`src/rtl/otter_intr_pkg.sv`:
```
// ---------------------------------------------------------------------------
// otter_intr_pkg
// Shared types and helpers for the OTTER interrupt controller.
//   intr_state_t   : controller states (IDLE, REQ, SERVICE)
//   DEF_N_SRC      : default number of interrupt sources
//   DEF_SYNC_STAGES: default synchronizer depth per source
//   lowestSetBit() : fixed priority select, bit 0 is the highest priority
// ---------------------------------------------------------------------------
package otter_intr_pkg;

    typedef enum logic [1:0] {
        IDLE    = 2'd0,
        REQ     = 2'd1,
        SERVICE = 2'd2
    } intr_state_t;

    localparam int DEF_N_SRC       = 4;
    localparam int DEF_SYNC_STAGES = 2;

    // Returns the index of the lowest set bit of a 16-bit vector (0 when the
    // vector is empty; callers qualify the result with their own any-set test).
    // Scanning from the top down lets the lowest index overwrite the result last.
    function automatic logic [3:0] lowestSetBit(input logic [15:0] vec);
        logic [3:0] idx;
        idx = 4'd0;
        for (int i = 15; i >= 0; i--) begin
            if (vec[i]) begin
                idx = 4'(i);
            end
        end
        return idx;
    endfunction

endpackage

```
`src/rtl/intr_sync_edge.sv`:
```
// ---------------------------------------------------------------------------
// intr_sync_edge
// Brings one asynchronous interrupt line into the clk domain and emits a
// single-cycle pulse for every rising edge seen on the synchronized level.
// Ports:
//   clk    : system clock
//   RST    : synchronous active-high reset
//   src_i  : raw asynchronous source line
//   edge_o : one-cycle pulse, high for one clock per synchronized rising edge
// ---------------------------------------------------------------------------
module intr_sync_edge #(
    parameter int SYNC_STAGES = 2
) (
    input  logic clk,
    input  logic RST,
    input  logic src_i,
    output logic edge_o
);

    logic [SYNC_STAGES-1:0] sync_q;
    logic                   dly_q;
    logic [SYNC_STAGES:0]   ready_q;

    // Metastability chain: the raw line shifts in at bit 0 and the settled
    // level appears at the top bit. The delay flop keeps the previous settled
    // level so a rising edge can be recognised.
    always_ff @(posedge clk) begin
        if (RST) begin
            sync_q <= '0;
            dly_q  <= 1'b0;
        end else begin
            sync_q <= {sync_q[SYNC_STAGES-2:0], src_i};
            dly_q  <= sync_q[SYNC_STAGES-1];
        end
    end

    // After reset the chain holds zeros that were never sampled from the line.
    // This shift register fills with ones in step with the chain, so edge
    // detection only starts once both the settled level and its delayed copy
    // come from real samples. Without it a line held high through reset would
    // look like a fresh rising edge on release.
    always_ff @(posedge clk) begin
        if (RST) begin
            ready_q <= '0;
        end else begin
            ready_q <= {ready_q[SYNC_STAGES-1:0], 1'b1};
        end
    end

    // A level held high produces exactly one pulse: after the first cycle the
    // delayed copy catches up and the pulse clears.
    always_comb begin
        edge_o = sync_q[SYNC_STAGES-1] & ~dly_q & ready_q[SYNC_STAGES];
    end

endmodule

```
`src/rtl/otter_intr_ctrl.sv`:
```
// ---------------------------------------------------------------------------
// otter_intr_ctrl
// Interrupt controller for the OTTER multicycle control FSM. Latches rising
// edges of N_SRC asynchronous sources as pending bits, masks them with the
// per-source and global enables, requests the highest-priority one and
// captures its index when the control FSM takes the interrupt. Further
// requests are held off until the handler returns with mret.
// Ports:
//   clk        : system clock, all logic on posedge
//   RST        : synchronous active-high reset
//   irq_src    : raw asynchronous source lines (rising-edge events)
//   irq_en     : per-source enables (mie CSR field)
//   mie        : global enable (mstatus.MIE)
//   int_taken  : one-cycle pulse from the control FSM's interrupt state
//   mret       : one-cycle pulse when the handler return executes
//   intr       : level interrupt request to the control FSM
//   int_cause  : index of the source that was taken
//   pending    : pending-event register, readable via CSR
//   in_service : handler active
// ---------------------------------------------------------------------------
module otter_intr_ctrl
    import otter_intr_pkg::*;
#(
    parameter  int N_SRC       = DEF_N_SRC,
    parameter  int SYNC_STAGES = DEF_SYNC_STAGES,
    localparam int CAUSE_W     = (N_SRC > 1) ? $clog2(N_SRC) : 1
) (
    input  logic               clk,
    input  logic               RST,
    input  logic [N_SRC-1:0]   irq_src,
    input  logic [N_SRC-1:0]   irq_en,
    input  logic               mie,
    input  logic               int_taken,
    input  logic               mret,
    output logic               intr,
    output logic [CAUSE_W-1:0] int_cause,
    output logic [N_SRC-1:0]   pending,
    output logic               in_service
);

    intr_state_t        state_q, state_d;
    logic [N_SRC-1:0]   pending_q, pending_d;
    logic [CAUSE_W-1:0] cause_q, cause_d;

    logic [N_SRC-1:0]   srcEdge;
    logic [N_SRC-1:0]   elig;
    logic [15:0]        eligWide;
    logic [3:0]         sel;
    logic               anyElig;
    logic               take;
    logic [N_SRC-1:0]   clrMask;

    // One synchronizer / edge detector per source line.
    for (genvar g = 0; g < N_SRC; g++) begin : g_src
        intr_sync_edge #(
            .SYNC_STAGES (SYNC_STAGES)
        ) u_sync_edge (
            .clk    (clk),
            .RST    (RST),
            .src_i  (irq_src[g]),
            .edge_o (srcEdge[g])
        );
    end

    // Eligibility and priority: only enabled pending events compete, and the
    // lowest index wins. The vector is widened to the helper's fixed width.
    always_comb begin
        elig     = pending_q & irq_en;
        eligWide = '0;
        eligWide[N_SRC-1:0] = elig;
        sel      = lowestSetBit(eligWide);
        anyElig  = |elig;
    end

    // Next-state logic. An int_taken in REQ is accepted only when something is
    // still eligible; that acceptance beats a simultaneous withdraw (mie low).
    // Stray int_taken outside REQ and stray mret outside SERVICE fall through
    // to the hold defaults.
    always_comb begin
        state_d = state_q;
        take    = 1'b0;
        unique case (state_q)
            IDLE: begin
                if (mie && anyElig) begin
                    state_d = REQ;
                end
            end
            REQ: begin
                if (int_taken && anyElig) begin
                    take    = 1'b1;
                    state_d = SERVICE;
                end else if (!mie || !anyElig) begin
                    state_d = IDLE;
                end
            end
            SERVICE: begin
                if (mret) begin
                    state_d = IDLE;
                end
            end
            default: begin
                state_d = IDLE;
            end
        endcase
    end

    // Pending and cause update. The taken source is cleared, but a new edge on
    // that same source in the same cycle sets it again, so set wins. Events are
    // latched regardless of enables so masked interrupts are not lost.
    always_comb begin
        clrMask = '0;
        for (int i = 0; i < N_SRC; i++) begin
            clrMask[i] = take && (sel == 4'(i));
        end
        pending_d = (pending_q & ~clrMask) | srcEdge;
        cause_d   = take ? sel[CAUSE_W-1:0] : cause_q;
    end

    // State registers. Reset discards every event and drops intr on the same
    // edge, whatever state the controller was in.
    always_ff @(posedge clk) begin
        if (RST) begin
            state_q   <= IDLE;
            pending_q <= '0;
            cause_q   <= '0;
        end else begin
            state_q   <= state_d;
            pending_q <= pending_d;
            cause_q   <= cause_d;
        end
    end

    // Outputs are straight decodes of registered state.
    always_comb begin
        intr       = (state_q == REQ);
        in_service = (state_q == SERVICE);
        pending    = pending_q;
        int_cause  = cause_q;
    end

endmodule
```
`config.mk`:
```
export PLATFORM = sky130hd
export DESIGN_NAME = otter_intr_ctrl
export DESIGN_NICKNAME = d
export VERILOG_FILES = /design/src/rtl/otter_intr_pkg.sv /design/src/rtl/intr_sync_edge.sv /design/src/rtl/otter_intr_ctrl.sv
export SDC_FILE = /design/constraint.sdc
export NUM_CORES = 1
export LEC_CHECK = 0
export CORE_UTILIZATION = 41
export CTS_CLUSTER_SIZE = 24
export DETAILED_ROUTE_END_ITERATION = 10
export PLACE_DENSITY = 0.83
export SYNTH_ARGS = -nofsm -noshare
export SYNTH_HDL_FRONTEND = slang
export SYNTH_SLANG_ARGS = --single-unit
```
`constraint.sdc`:
```
create_clock -name clk -period 1.1 [get_ports clk]
set_clock_uncertainty 0.05 [all_clocks]
set_input_delay 0.22 -clock clk [delete_from_list [all_inputs] [get_ports clk]]
set_output_delay 0.22 -clock clk [all_outputs]
set_load 0.01 [all_outputs]
```
==> results of run 1 <==
## cells in the final DEF, fill, tap and decap left out, drive strengths merged
| cell | instances |
|---|---|
| dfxtp | 23 |
| buf | 18 |
| nor2b | 15 |
| clkdlybuf4s50 | 12 |
| nand2 | 6 |
| a21oi | 5 |
| nand3b | 5 |
| nor2 | 3 |
| clkbuf | 3 |
| o21ai | 3 |
| inv | 2 |
| a22o | 2 |
| nand2b | 2 |
| and2b | 1 |
| o21bai | 1 |
| nand3 | 1 |
| o31ai | 1 |
| a22oi | 1 |
| and4bb | 1 |
| a221o | 1 |
| a2111oi | 1 |
| clkinv | 1 |
| clkdlybuf4s15 | 1 |
## synth_stat cells (all sizes together) (2+ instances only)
cell	number	share of area, %
dfxtp	23	57
nor2b	15	12
nand2	6	2.8
a21oi	5	3.6
nand3b	5	6.2
nor2	3	1.4
o21ai	3	1.9
a22o	2	2.3
inv	2	0.93
nand2b	2	1.6
## area by class of cell
type                            instances  area [sq um]  share of cell area, %
Multi-Input combinational cell         49         369.1                  31.15
Clock buffer                            3         22.52                  1.901
Tap cell                               25         31.28                  2.640
Timing Repair Buffer                   31         277.8                  23.44
Inverter                                2         7.507                 0.6336
Sequential cell                        23         471.7                  39.81
Clock inverter                          1         5.005                 0.4224
## routing by layer
metal | routed length (um) | part of all wire, % | vias up | GRT usage, %
li1 | - | - | 322 | -
met1 | 684 | 43 | 289 | 19.04
met2 | 800 | 51 | 21 | 28.33
met3 | 83 | 5.3 | 2 | 2.353
met4 | 6 | 0.38 | 0 | 8.824
met5 | 0 | 0 | - | 0
## what timing repair did
| item | CTS | global route |
|---|---|---|
| pin swaps | 2 | 1 |
| setup endpoints to repair | 15 | 15 |
| setup buffers | 0 | 0 |
| resized for setup | 40 | 7 |
| hold buffers | 0 | 0 |
## kinds of logic (layout without fill, tap and decap cells)
logic type | after synthesis | count (layout) | share of synthesized area, %
DFF | 23 | 23 | 57.14
AOI/OAI and AO/OA | 15 | 15 | 14.29
buffers and inverters | 4 | 37 | 1.863
and+or+nand+nor | 34 | 34 | 26.71
## stage by stage
step | instance area (sq um) | utilization [%] | TNS (ns) | power, mW
finish | 1185 | 66.46 | -0.9301 | 1.350
global route | 1185 | 66.46 | -1.370 | 1.413
CTS | 1150 | 64.49 | -0.9710 | 1.368
detailed placement | 1126 | 63.16 | -4.370 | 0.9936
global placement | 1126 | 63.16 | -4.065 | 0.9911
floorplan | 819.5 | - | -0.02939 | 0.9184
## sequential cells by signal (all words and copies together) (netlist names)
name,flops
state_q,2
pending,4
int_cause,2
g_src.u_sync_edge.dly_q,4
g_src.u_sync_edge.ready_q,3
g_src.u_sync_edge.sync_q,8
## where the power goes
part	switching, mW	total [mW]	leakage, nW	internal [mW]
sequential	0.00950	0.865	0.192	0.856
clock	0.236	0.372	0.0177	0.136
combinational	0.0402	0.112	0.279	0.0722
total	0.286	1.35	0.489	1.06
## critical path, stage by stage (launching register included)
cell and delay (ns):
dfxtp_2 0.35, buf_6 0.11, nand3b_4 0.14, o21bai_4 0.19, a221o_1 0.29, a21oi_2 0.13
## worst paths after layout
kind,to,cells past startpoint
hold reg to reg,g_src[2].u_sync_edge.ready_q[1]$_SDFF_PP0_,1
setup reg to reg,int_cause[0]$_SDFFE_PP0P_,5
hold / removal,g_src[0].u_sync_edge.sync_q[0]$_SDFF_PP0_,2
setup / recovery,int_cause[0]$_SDFFE_PP0P_,5
==> impl_metrics.tcl, run 1 <==
set metrics [dict create \
    netlist_instances 76 \
    drc 0 \
    firstDrtPassIters 3 \
    cts_num_sinks 23 \
    fin_cells 134 \
    gp_congestion 0.7848 \
    routed-via-count 634 \
    critPathCaptureType "register" \
    io_buffers 20 \
    viasPerCell 4.731 \
    synth_edf_count 0 \
    min_from "irq_src[0]" \
    p_leak_nw 0.4887 \
    nFillCells 134 \
    r2r_setup_slack_ns -0.21 \
    netlist_area_sq_um 805.8 \
    antenna_cells 0 \
    ioPinCount 21 \
    pre_cts_slack_ns -0.5187 \
    die_h_um 46.33 \
    drt_iter0_drc 8 \
    crit_fanout 4 \
    yosys_warnings 0 \
    initial_core_util_pct 45.19 \
    die_w_um 46.33 \
    drv_cap 0 \
    timing_hold_violations_final 0 \
    dp.cells 130 \
    async_flop_share_pct 0 \
    grt-ovfl-total 0 \
    finalWorstSetupSlack_ns -0.2148 \
    worstSetupPathType "reg2reg" \
    hpwl_um 1127 \
    core-area_sq_um 1783 \
    timing.fmax_mhz 760.6 \
    hp-class "in2reg" \
    ys_seq_area_share_pct 57.14 \
    tritoncts "yes" \
    grt_pass1_wl_um 2435 \
    fin_crit_ns 1.315 \
    final_nets 123 \
    relSlewSlack_pct 77.39 \
    violations "negative setup slack" \
    worst_pin_slew_ns 0.3383 \
    r2r_start "state_q[1]$_SDFFE_PP0P_" \
    rsz0062_at_grt "yes" \
    clock-root-buffer "clkbuf_4" \
    routed_wl_um 1574 \
    drive_gt1_share_pct 35.78 \
    finalSetupViolCount 10 \
    ant_nets 0 \
    grt_use_total_pct 16.36 \
    design.die.area_sq_um 2146 \
    synth_cell_types 23 \
    startpoint_type "register" \
    cts_max_level 1 \
    synthToLayoutAreaGrowth_pct 47.05 \
    critPathLaunch "state_q[1]$_SDFFE_PP0P_" \
    cts_made_buffers 3 \
    synth_nets 89 \
    grt_max_degree 15 \
    finalCritPeriodShare_pct 119.5 \
    grt_pass1_vias 606 \
    wl_per_cell_um 11.75 \
    clockBufferDepth 2 \
    slew_violations 0 \
    synthFlopType "dfxtp_1" \
    outcome "finished, violations left" \
    ys_ff_latch 23 \
    arrival_ns 1.51 \
    crit_required_ns 1.30 \
    peakVddDrop_v 0.001100 \
    hold-worst-slack_ns 0.4023 \
    clk_pin_slew_ns 0.12 \
    insertion_delay_ns 0.30 \
    num_rows 15 \
    antenna_found_initial 0 \
    power_density_nw_per_um2 1139 \
    syn_area_per_cell_sq_um 10.60 \
]
No activity file was read; power rests on OpenSTA's default activity.
==> run 2, diff against run 1 <==
Settings changed: SKIP_CTS_REPAIR_TIMING from default to 1.
==> impl_metrics.tcl, run 2 (synthesis gave the netlist of run 1 again) <==
set metrics [dict create \
    outcome "finished, violations left" \
    violations "negative setup slack" \
    io_buffers 20 \
    finalSetupViolCount 8 \
    grtUsageMet3_pct 2.353 \
    largest_register "g_src.u_sync_edge.sync_q" \
    gr-usage-met2_pct 27.22 \
    power_density_nw_per_um2 1137 \
    cts_made_buffers 3 \
    crit_fanout 4 \
    worstSetupPathType "reg2reg" \
    initial_core_util_pct 45.19 \
    grt_pass1_wl_um 2352 \
    firstDrtPassIters 4 \
    hpwl_um 1127 \
    viasPerCell 4.672 \
    routed_wl_um 1604 \
    grt-ovfl-total 0 \
    finalPower_mw 1.352 \
    num_rows 15 \
    drc 0 \
    clk_pin_slew_ns 0.12 \
    crit_required_ns 1.30 \
    final_cell_mix "dfxtp_1, nor2b_1, clkdlybuf4s50_1" \
    ioPinCount 21 \
    insertion_delay_ns 0.30 \
    clock-root-buffer "clkbuf_4" \
    final_common_cell "dfxtp_1" \
    synthToLayoutAreaGrowth_pct 47.52 \
    gp_congestion 0.7848 \
    grt_max_degree 15 \
    arrival_ns 1.51 \
    antenna_found_initial 0 \
    finalWorstSetupSlack_ns -0.2143 \
    design.die.area_sq_um 2146 \
    fin_crit_ns 1.314 \
    die_h_um 46.33 \
    path_cells "buf_6, nand3b_4, o21bai_4, a221o_1, a21oi_2" \
    ant_nets 0 \
    relSlewSlack_pct 75.27 \
    antenna_cells 0 \
    r2r_setup_slack_ns -0.21 \
    r2r_cells 5 \
    critPathCaptureType "register" \
    cts_max_level 1 \
    largest_reg_flops 8 \
    tritoncts "yes" \
    finalCritPeriodShare_pct 119.5 \
    crit_slowest_cell "dfxtp_2" \
    timing.fmax_mhz 760.9 \
    whs_path_depth 2 \
    core-area_sq_um 1783 \
    drt_iter0_drc 7 \
    busiest_layer "met2" \
    die_w_um 46.33 \
    slew_violations 0 \
    routed-via-count 626 \
    peakVddDrop_v 0.001099 \
    worst_pin_slew_ns 0.3700 \
    wl_per_cell_um 11.97 \
    rsz0062_at_grt "yes" \
    use_met1_pct 18.31 \
    hold-worst-slack_ns 0.4013 \
    drv_cap 0 \
    timing_hold_violations_final 0 \
    hp-class "in2reg" \
    fin_tns_setup_ns -0.7982 \
    pre_cts_slack_ns -0.5187 \
    cts_num_sinks 23 \
    grt_use_total_pct 15.79 \
    slowest_delay_ns 0.35 \
    p_leak_nw 0.4922 \
    final_util_pct 66.67 \
    final_nets 123 \
    drive_gt1_share_pct 35.78 \
    grt_pass1_vias 589 \
    clockBufferDepth 2 \
    startpoint_type "register" \
]
-- run 2: changes by cell type in the layout (fill, tap and decap cells not counted), sizes merged --
cell | before | now
clkdlybuf4s15 | 1 | 0
buf | 18 | 17
clkbuf | 3 | 5
-- run 2: area by class of cell --
cell class	instances	area, sq um
clock buffer	3	22.52
clock inverter	1	5.005
fill	133	594.3
inverter	2	7.507
multi-input combinational	49	369.1
sequential	23	471.7
tap	25	31.28
timing repair buffer	31	281.5
-- run 2: worst max-delay path: cells and delay by family (launching register included) --
kind,cells,cell delay [ns]
AOI/OAI and AO/OA,3,0.60
DFF,1,0.35
and+or+nand+nor,1,0.15
buffers and inverters,1,0.11
-- run 2: report_power, final --
group	switching [mW]	leakage, nW	internal (mW)	total (mW)
logic	0.0409	0.282	0.0728	0.114
registers	0.00960	0.192	0.856	0.865
clock network	0.237	0.0177	0.136	0.373
-- run 2: through the flow --
| step | instances | area (sq um) |
|---|---|---|
| finish | 134 | 1189 |
| global route | 134 | 1189 |
| CTS | 134 | 1154 |
| detailed placement | 130 | 1126 |
| global placement | 130 | 1126 |
| floorplan | 76 | 819.5 |
-- run 2: path summary, 6_finish.rpt --
check	start	end
setup / recovery	state_q[1]$_SDFFE_PP0P_	int_cause[0]$_SDFFE_PP0P_
hold / removal	irq_src[0]	g_src[0].u_sync_edge.sync_q[0]$_SDFF_PP0_
hold reg to reg	g_src[2].u_sync_edge.ready_q[0]$_DFF_P_	g_src[2].u_sync_edge.ready_q[1]$_SDFF_PP0_
setup reg to reg	state_q[1]$_SDFFE_PP0P_	int_cause[0]$_SDFFE_PP0P_
-- run 2: routing by layer --
metal  share of wire (%)  up-vias  routed length (um)
met5                   0        -                   0
met2                  49       23                 789
met1                  45      278                 728
met4                0.37        0                   6
met3                 5.0        2                  80
li1                    -      323                   -
==> run 3, diff against run 2 <==
Settings changed: CTS_CLUSTER_SIZE 24 to default.
==> results of run 3 <==
Final layout, timing and power as in run 2 (identical DEF).
==> edit 1: new RTL, config.mk and constraints of run 2 <==
`pending_q` no longer has a reset.
--- a/src/rtl/otter_intr_ctrl.sv
+++ b/src/rtl/otter_intr_ctrl.sv
@@ -121,13 +121,15 @@
     always_ff @(posedge clk) begin
         if (RST) begin
             state_q   <= IDLE;
-            pending_q <= '0;
             cause_q   <= '0;
         end else begin
             state_q   <= state_d;
-            pending_q <= pending_d;
             cause_q   <= cause_d;
         end
+    end
+
+    always_ff @(posedge clk) begin
+        pending_q <= pending_d;
     end
 
     // Outputs are straight decodes of registered state.
Behaviour: differs if RST is asserted again (counterexample within 10 cycles, from zero or initial values and one cycle with RST high); with RST held inactive, the same outputs for 10 cycles.
==> edit 1 against run 2 <==
The run still ends with negative setup slack left. Sequential cell count stayed put. Synthesized area is 4.0% lower. Cell count is 3.0% lower. Setup slack better by 0.058 ns. First-iteration DRC count is 57% higher. Global-route usage is 0.44 points higher. Synthesized cell count is 5.3% lower. Wire length is 0.25% higher. Final area is 5.6% lower. Critical path type unchanged.
Power is not compared: it rests on default switching activity, and its combinational part moved more than twofold at a synthesized area within 25%.
==> edit 1: results (changes against run 2) <==
Critical path
  • CP Max Fanout: 4 (unchanged)
  • Critical Path Start: state_q[1]
  • Worst R2R Path Depth: 4 (-1)
  • Critical Path AT: 1.41 ns (-0.10 ns)
  • Delay of the slowest critical-path stage: ~0.34 ns
  • FF-to-FF setup slack: -0.16 ns (+0.06 ns)
  • Crit path max-delay family: simple AND/OR/NAND/NOR gates
  • Reg-to-reg endpoint: pending[2]

Yosys
  • Commonest cells in the netlist: dfxtp_1 (23), nor2b_1 (14), nand2_1 (6)
  • Synth top area cells: dfxtp_1 (60%), nor2b_1 (11%), a32o_1 (3.9%)
  • Async S/R FF share, synth: 0% (unchanged)
  • Sequential fraction of the synthesis area: 59.55% (+2.4 points)
  • Synth Area in Compound Gates: 13.75% (-0.53 points)
  • Synthesis Warnings: 0 (unchanged)
  • Syn nets: 85 (-4.5%)
  • Unique masters post-synth: 23 (unchanged)
  • Mux cell area share after synthesis: 0% (unchanged)
  • Post-Synthesis Cells: 72 (-5.3%)

STA
  • Final setup slack of the worst path: -0.1558 ns (+0.05849 ns)
  • Slew @ Worst Pin: 0.3319 ns (-0.03815 ns)
  • Worst hold slack: 0.3545 ns (-0.04673 ns)
  • # setup viols final: 9 (+1)
  • Setup TNS: -0.8218 ns (-0.02356 ns)

Placed design
  • Pre-CTS WS: -0.4833 ns (+0.03543 ns)
  • Detail Placement HPWL: 1178 µm (+4.5%)
  • Gp weighted congestion: 0.8786 (+12%)
  • Placed Instance Area: 1067 µm² (-5.2%)
  • Dpl cells: 124 (-4.6%)

CTS
  • CTS H-tree lvls: 1 (unchanged)
  • Clock root cell: clkbuf_4
  • Clock transition at path regs: 0.12 ns (about the same)

Power and ir drop
  • Leak pwr: between 0.0004 and 0.0005 µW
  • Sw frac: a little over a quarter
  • P_clk: 366 µW
  • NetSw: 504.5 µW
  • Peak VDD IR: 1.075 mV
  • Seq pwr: between 1000 and 1500 µW

Cells and area
  • Largest register FFs: 8 (unchanged)
  • Ant. Diodes: 0 (unchanged)
  • Top reg by flops: g_src.u_sync_edge.sync_q
  • Fill count: 149 (+12%)
  • Fraction of layout cells with a size suffix above 1: 35.24% (-0.54 points)
  • Synth-to-Final Area Change: 45.15%
  • Final net count: 119 (-3.3%)

GRT
  • First-pass GRT wire length: 2339 µm (-0.55%)
  • Largest net degree at the start of global routing: 13 (-2)
  • Vias in the first global route: 570 (-3.2%)
  • Antenna violations before repair: 0 (unchanged)
  • Total GRT Usage: 16.23% (+0.44 points)

Route
  • Post-Route WL: 1608 µm (+0.25%)
  • Iteration-0 DRC Markers: 11 (+4)
  • Vias per cell: 4.685 (+0.28%)
  • DRT Pass-1 Iters: 4 (unchanged)
  • Via Count: 609 (-2.7%)

Min path
  • Worst Hold Class: flop to flop
  • Worst hold start: g_src[3].u_sync_edge.dly_q
  • WHS Endpoint: pending[3]
  • Hold Path Cell Cnt: 1 (-1)

Status
  • Failing checks: negative setup slack
  • Status: finished, violations left
-- edit 1: cell count changes in the layout (fill, tap and decap cells not counted), moves of 2 or more --
cell / change
buf_6: -4
nand3b_1: -4
inv_1: +2
nor2_1: -2
a32o_1: +3
clkbuf_2: +3
a21oi_1: -3
-- edit 1: cell families (layout without fill, tap and decap cells) --
group / Yosys count / after routing
buffers and inverters: 5 / 38
AOI/OAI and AO/OA: 12 / 12
DFF: 23 / 23
and+or+nand+nor: 32 / 32
-- edit 1: cell type report --
type | count | share of cell area, %
Clock buffer | 4 | 2.341
Inverter | 4 | 1.338
Multi-Input combinational cell | 44 | 28.65
Sequential cell | 23 | 42.25
Tap cell | 25 | 2.787
Timing Repair Buffer | 30 | 22.63
-- edit 1: per-layer routing --
metal  global-route usage (%)  part of all wire (%)  vias up
li1                         -                     -      311
met1                    17.00                    41      280
met2                    30.29                    55       16
met3                    4.762                   3.5        2
met4                    5.455                  0.50        0
met5                        0                     0        -
==> edit 2: new RTL, config.mk and constraints of run 2 <==
Made on the original files. Change the package constant `DEF_SYNC_STAGES` from 2 to 4.
--- a/src/rtl/otter_intr_pkg.sv
+++ b/src/rtl/otter_intr_pkg.sv
@@ -15,7 +15,7 @@
     } intr_state_t;
 
     localparam int DEF_N_SRC       = 4;
-    localparam int DEF_SYNC_STAGES = 2;
+    localparam int DEF_SYNC_STAGES = 4;
 
     // Returns the index of the lowest set bit of a 16-bit vector (0 when the
     // vector is empty; callers qualify the result with their own any-set test).
Check against the original RTL: not equivalent (a bounded check fails within 10 cycles, from zero or initial values and one cycle with RST high).
==> edit 2 against run 2 <==
The flow still finishes with violations (negative setup slack). Setup slack hardly changed. Wire length up 22%. Synthesized cell count is 28% higher. Sequential cell count up 10. Worst hold slack got worse by 0.0098 ns. Die area increased by 32%. Sequential share of layout area up 5.3 points. Total power is 43% higher. Global-route usage increased by 0.44 points. Synthesized area grew 33%. Final area increased by 26%. Highest routed layer unchanged.
==> edit 2: results (changes against run 2) <==
GRT
  • Total GRT Usage: 16.23% (+0.44 points)
  • Largest net degree at the start of global routing: 21 (+6)

Yosys
  • Synth Area in Compound Gates: 10.74% (-3.6 points)
  • Unique masters post-synth: 22 (-4.3%)
  • Commonest cells in the netlist: dfxtp_1 (33), nor2b_1 (25), nand2_1 (6)
  • Syn nets: 110 (+24%)

Cells and area
  • Register area: 674.4 µm² (+43%)
  • Final net count: 146 (+19%)

Power and ir drop
  • Pint: 1537 µW (+44%)
  • Peak VDD IR: 1.216 mV (+11%)
  • Seq pwr: 1220 µW (+41%)

CTS
  • Clock transition at path regs: 0.09 ns (-0.03 ns)
  • TritonCTS buffer count: 5 (+2)
  • CTS H-tree lvls: 2 (+1)

Route
  • Iteration-0 DRC Markers: 6 (-1)

Min path
  • WHS Endpoint: g_src[0].u_sync_edge.sync_q[2]
  • Hold Path Cell Cnt: 1 (-1)

STA
  • Max frequency: 761.1 MHz (about the same)
  • Setup TNS: -0.7924 ns (+0.005894 ns)
  • Final setup slack of the worst path: -0.2138 ns (+0.0004480 ns)
  • # setup viols final: 8 (unchanged)

Placed design
  • Gp weighted congestion: 0.8104 (+3.3%)
  • Detail Placement HPWL: 1300 µm (+15%)

Status
  • Failing checks: negative setup slack
  • Status: finished, violations left
==> edit 2: cell count changes after synthesis <==
cell and change:
buf_1 -1, dfxtp_1 +10, nor2b_1 +10, clkbuf_1 +2
==> edit 2: per-layer routing <==
| metal | vias to the layer above | track usage (%) |
|---|---|---|
| li1 | 394 | - |
| met1 | 354 | 16.81 |
| met5 | - | 0 |
| met2 | 32 | 27.22 |
| met3 | 6 | 6.897 |
| met4 | 0 | 9.211 |
==> edit 2: area by class of cell <==
class / instances / share of cell area [%]
Clock buffer: 8 / 3.258
Inverter: 2 / 0.5013
Multi-Input combinational cell: 59 / 29.82
Sequential cell: 33 / 45.03
Tap cell: 30 / 2.506
Timing Repair Buffer: 32 / 18.88
==> edit 2: critical path, stage by stage (launching register included) <==
cell	delay [ns]
dfxtp_2	0.34
buf_6	0.11
nand3b_4	0.15
o21bai_4	0.19
a221o_1	0.30
a21oi_2	0.12
